<file path="config.mk">
export PLATFORM = sky130hd
export DESIGN_NAME = db_multi
export DESIGN_NICKNAME = d
export VERILOG_FILES = /design/src/rtl/db_multi.sv
export SDC_FILE = /design/constraint.sdc
export NUM_CORES = 1
export LEC_CHECK = 0
export ABC_AREA = 1
export BUFFER_PORTS_ARGS = -buffer_cell sky130_fd_sc_hd__buf_2
export CAP_MARGIN = 10
export CORE_AREA = 2 2 128 130
export DETAILED_ROUTE_END_ITERATION = 10
export DIE_AREA = 0 0 130 132
export GPL_ROUTABILITY_DRIVEN = 1
export SYNTH_ARGS = -nofsm -noshare
export SYNTH_HDL_FRONTEND = slang
export SYNTH_SLANG_ARGS = --single-unit
</file>
<file path="constraint.sdc">
create_clock -name clk -period 3.9 [get_ports clk]
set_input_delay 0.78 -clock clk [delete_from_list [all_inputs] [get_ports clk]]
set_output_delay 0.78 -clock clk [all_outputs]
set_load 0.05 [all_outputs]
</file>
<file path="src/rtl/db_multi.sv">
// db_multi: N-channel button debouncer.
// Each channel synchronises its raw button, accepts a new level only after
// STABLE_CNT consecutive mismatching synced cycles, and produces a registered
// level, one-cycle rise/fall pulses and an optional press-to-toggle latch.
// Channels share no state; one instance replaces several single debouncers.
`timescale 1ns/1ps

module db_multi #(
  parameter int N_CH        = 4,
  parameter int CNT_W       = 16,
  parameter int STABLE_CNT  = 50000,
  parameter int SYNC_STAGES = 2
) (
  input  logic            clk,
  input  logic            rst,
  input  logic [N_CH-1:0] btn_in,
  input  logic [N_CH-1:0] toggle_en,
  output logic [N_CH-1:0] db_out,
  output logic [N_CH-1:0] rise_pulse,
  output logic [N_CH-1:0] fall_pulse,
  output logic [N_CH-1:0] toggle_out
);

  // The debounced level is the FSM state itself.
  typedef enum logic {
    STABLE_LO = 1'b0,
    STABLE_HI = 1'b1
  } state_t;

  // Terminal count: the cycle the counter holds this value while still
  // mismatching is the cycle the new level is accepted.
  localparam logic [CNT_W-1:0] CNT_MAX = CNT_W'(STABLE_CNT - 1);

  for (genvar i = 0; i < N_CH; i++) begin : g_ch
    logic [SYNC_STAGES-1:0] sync_q;
    logic                   s;
    state_t                 state_q;
    state_t                 state_d;
    logic [CNT_W-1:0]       cnt_q;
    logic [CNT_W-1:0]       cnt_d;
    logic                   rise_q;
    logic                   rise_d;
    logic                   fall_q;
    logic                   fall_d;
    logic                   toggle_q;
    logic                   toggle_d;

    // Synchroniser chain; only its last stage is seen by the debounce logic.
    always_ff @(posedge clk or posedge rst) begin
      if (rst) begin
        sync_q <= '0;
      end else begin
        sync_q <= {sync_q[SYNC_STAGES-2:0], btn_in[i]};
      end
    end

    assign s = sync_q[SYNC_STAGES-1];

    // State register: level, stability counter, pulses and toggle latch.
    always_ff @(posedge clk or posedge rst) begin
      if (rst) begin
        state_q  <= STABLE_LO;
        cnt_q    <= '0;
        rise_q   <= 1'b0;
        fall_q   <= 1'b0;
        toggle_q <= 1'b0;
      end else begin
        state_q  <= state_d;
        cnt_q    <= cnt_d;
        rise_q   <= rise_d;
        fall_q   <= fall_d;
        toggle_q <= toggle_d;
      end
    end

    // Next state: count mismatching cycles, flip level at terminal count,
    // and clear the count on any cycle that agrees with the current level.
    always_comb begin
      state_d = state_q;
      cnt_d   = '0;
      if (s != logic'(state_q)) begin
        if (cnt_q == CNT_MAX) begin
          state_d = state_t'(s);
          cnt_d   = '0;
        end else begin
          cnt_d = cnt_q + CNT_W'(1);
        end
      end
    end

    // Outputs: pulses mark the accepted transition, the latch flips on an
    // accepted rise only while toggle mode is enabled.
    always_comb begin
      rise_d   = (state_q == STABLE_LO) && (state_d == STABLE_HI);
      fall_d   = (state_q == STABLE_HI) && (state_d == STABLE_LO);
      toggle_d = toggle_q;
      if (rise_d && toggle_en[i]) begin
        toggle_d = ~toggle_q;
      end
    end

    assign db_out[i]     = logic'(state_q);
    assign rise_pulse[i] = rise_q;
    assign fall_pulse[i] = fall_q;
    assign toggle_out[i] = toggle_q;
  end

endmodule

</file>
# Word level (Yosys, flattened, before mapping)
# Index checks and enable logic that the tools add are counted.
dict set report totals {
  register_bits 88
  latch_bits 0
  mem_bits_rw 0
  rom_bits 0
  inputBits 10
  wordCells 76
  memories 0
}
dict set report classes {
  n_addsub 4
  multipliers 0
  div 0
  n_lt_le_gt_ge 0
  eq_ne 8
  n_shift 0
  mux 16
  bitwise_logic 12
  reduce_logical 12
}
# operator count
set ops {}
lappend ops {{two-way mux 16 bit} 8}
lappend ops {{adder 16 x 1 -> 16 bit (second input constant)} 4}
lappend ops {{equality test 16 bit (second input constant)} 4}
lappend ops {{logical AND 1 bit} 12}
lappend ops {{inverter 1 bit} 12}
lappend ops {{two-way mux 1 bit} 8}
lappend ops {{inequality test 1 bit} 4}

# Logic depth before layout (Yosys ltp)
dict set report logic_depth {
  depth_word 5
  mapped_depth 8
}

# Least setup slack after synthesis
# Ideal clock, no wire load.
dict set report synth_path {
  kind {register to output}
  startpoint {register g_ch[1].state_q}
  endpoint {output db_out[1]}
  arrival_time_ns 0.650
  t_required_ns 3.120
  setup_slack_ns 2.470
  stages_incl_launch_ff 2
  path_buffers 1
  cell_sequence {dfrtp_1 -> buf_4}
}
# item line_no
set synth_lines {}
lappend synth_lines {{start, declared} 37} ;# state_t state_q;
lappend synth_lines {{start signal, assigned} 68} ;# state_q <= state_d;
lappend synth_lines {{end, declared} 18} ;# output logic [N_CH-1:0] db_out,
# No word-level cell between the ends.

# Worst setup path after layout
dict set report layout_path {
  startpoint {register g_ch[1].state_q}
  endpoint {output db_out[1]}
}
# No word-level cell between the ends.

==> results.md <==
* Total power at 2.07 mW
* Antenna violations before repair at 0
* Share of cells above drive strength 1 at 0.164
* Post-DR vias/cell at between 4 and 5
* TNS Setup at 0 ps
* Slew HR at 0.425
* Commonest non-fill, non-tap cell in the layout: nor2_1
* Die W at 130 um
* DRC viols at 0
* Critical Path AT at 1120 ps
* RSZ-0062 raised after global routing: no
* Max Fanout on Critical Path at 5
* Buffers & Inverters on Critical Path at 1
* Fin crit share at 0.486
* Cts bufs inserted at 9
* Vias in the first global route at 3498
* H-tree Lvls at 3
* Slew @ Worst Pin at 862 ps
* Drt first-iter violations at 176
* CTS tree: yes
* Hold WS at 347 ps
* Final WL at around 9000 um
* Max VDD drop at 0.000240 V
* FF+latch count, synth at between 80 and 90
* Final #Nets at roughly 620
* Clock Skew at 6.20 ps
* Post-CTS Hold Fix Bufs at 0
* Syn avg cell area at between 8 and 9 um2
* PostCTS Resize Cnt at 0
* Ys Warns at 0
* HPWL Detailed at between 6000 and 7000 um
* Critical path class: register to output pin
* Worst setup EP type: output pin
* Core area at 0.0157 mm2
* Critical path cell sequence: buf_2
* Pin count of the biggest net entering global routing at around 50
* Most frequent cells in the layout: 128 x nor2_1, 118 x nand2_1, 88 x dfrtp_1
* Via count at 3500
* Total GRT Usage at 0.116
* # Post-CTS Setup Buffers at 0
* # clock sinks at 88
* Global route total overflow at 0
* Status: finished, final reports clean
* Clock root cell: clkbuf_16
* Mapped cell area at 0.00468 mm2
* Syn-to-layout area delta at 14.1%
* IO Port Bufs at 25
* Clock-pin slew on the worst setup and hold paths at 60 ps
* First-pass GRT wire length at 16200 um
* Max Slew Vio Count at 0
* Die area at roughly 0.017 mm2
* Min Tclk post-route at 1900 ps
* Endpoints failing hold at 0
* Required time worst endpoint at between 3000 and 4000 ps
* Max incr delay on CP at 460 ps
* Delay-heaviest family, CP: flip-flops
* Top Ports at 26
* Post-synthesis sequential area ratio at 0.470
* Max Clk Rate at 528 MHz
* Hold WC Path Type: register to register
* Clock Latency Late Sink at ~330 ps
* DR pass1 iterations at 4
* Clk buf depth at 2
* Max Cap Violations at 0
* Die H at around 130 um
* WL per Instance at 10.7 um
* Static Leak at 2.27 nW
* CP Launch Type: register
* Cells after Synth at 583
* Site Rows at between 40 and 50
* Initial Util at 0.298
* Antenna Cells at 0
* Antenna viol nets, final at 0
* Post-synth cell types at 24
* Fillers at 1653
* Syn Nets at 597
* Pwr dens at 387 mW/mm2
* Setup violators final at 0
* Slowest cell on crit path: dfrtp_1
* GPL Wtd Cong at approximately 0.8
==> synth_stat cells <==
library cell	count	share of area
inv_2	5	0.0040
nand4_1	15	0.020
o21ai_2	4	0.0075
o21ai_1	8	0.0085
nor2_1	128	0.10
o21ai_0	8	0.0085
nor2_2	15	0.020
nand3_2	2	0.0043
a21oi_1	16	0.017
nand2_4	3	0.0072
nor3_1	20	0.021
buf_4	16	0.026
xnor2_1	3	0.0056
dfrtp_1	88	0.47
inv_1	52	0.042
xor2_1	22	0.041
nand2_2	9	0.012
nand3_1	26	0.028
nand2_1	118	0.095
nor3_2	1	0.0021
nor2_4	16	0.038
nor3b_1	3	0.0048
nor2_8	1	0.0043
ha_1	4	0.011
==> report_power, final <==
group | internal (mW) | total, mW | leakage, nW | switching (mW)
registers | 0.927 | 0.939 | 1.20 | 0.0124
logic | 0.0202 | 0.0727 | 0.890 | 0.0525
clock network | 0.706 | 1.06 | 0.182 | 0.349
total | 1.65 | 2.07 | 2.27 | 0.414
==> area by class of cell <==
cell class / count / area [um2] / share of cell area
inverter: 57 / 215 / 0.0403
clock buffer: 10 / 239 / 0.0447
clock inverter: 6 / 130 / 0.0243
multi-input combinational: 422 / 2150 / 0.402
timing repair buffer: 27 / 140 / 0.0262
tap: 216 / 270 / 0.0506
sequential: 88 / 2200 / 0.412
==> stage by stage <==
stage | setup slack (ps) | area [um2] | cells | utilization
after floorplan | 841 | 4680 | 583 | -
after global placement | 2060 | 4980 | 810 | 0.317
after detailed placement | 2070 | 4980 | 810 | 0.317
after CTS | 1980 | 5350 | 826 | 0.340
after global routing | 1940 | 5350 | 826 | 0.340
final | 2000 | 5350 | 826 | 0.340
==> registers in the layout (all words and copies together), names as in the netlist <==
register / count
g_ch.toggle_q: 4
g_ch.cnt_q: 64
g_ch.state_q: 4
g_ch.rise_q: 4
g_ch.sync_q: 8
g_ch.fall_q: 4
==> cell families after synthesis <==
logic type | Yosys count | synth area share
compound gates | 36 | 0.0417
simple gates | 357 | 0.360
buf+inv | 73 | 0.0713
fa+ha+maj | 4 | 0.0107
flops | 88 | 0.470
xor+xnor | 25 | 0.0467
==> layer usage <==
metal | wire (um) | track usage
met1 | 4720 | 0.170
met2 | 3870 | 0.170
met4 | 56 | 0.0287
met3 | 220 | 0.0280
met5 | 0 | 0
==> path summary, 6_finish.rpt <==
| kind | start | to | slack (ps) | depth (start not counted) |
|---|---|---|---|---|
| worst min-delay path | g_ch[3].sync_q[0] | g_ch[3].sync_q[1] | 350 | 0 |
| max in group asynchronous | rst | g_ch[2].cnt_q[4] | 2530 | 3 |
| worst max-delay path | g_ch[1].state_q | db_out[1] | 2000 | 1 |
| min in group asynchronous | rst | g_ch[3].toggle_q | 580 | 2 |
| worst max register to register | g_ch[3].cnt_q[0] | g_ch[3].cnt_q[6] | 2400 | 6 |
| worst min register to register | g_ch[3].sync_q[0] | g_ch[3].sync_q[1] | 350 | 0 |
Note: power is estimated with default switching activity, not from simulation.
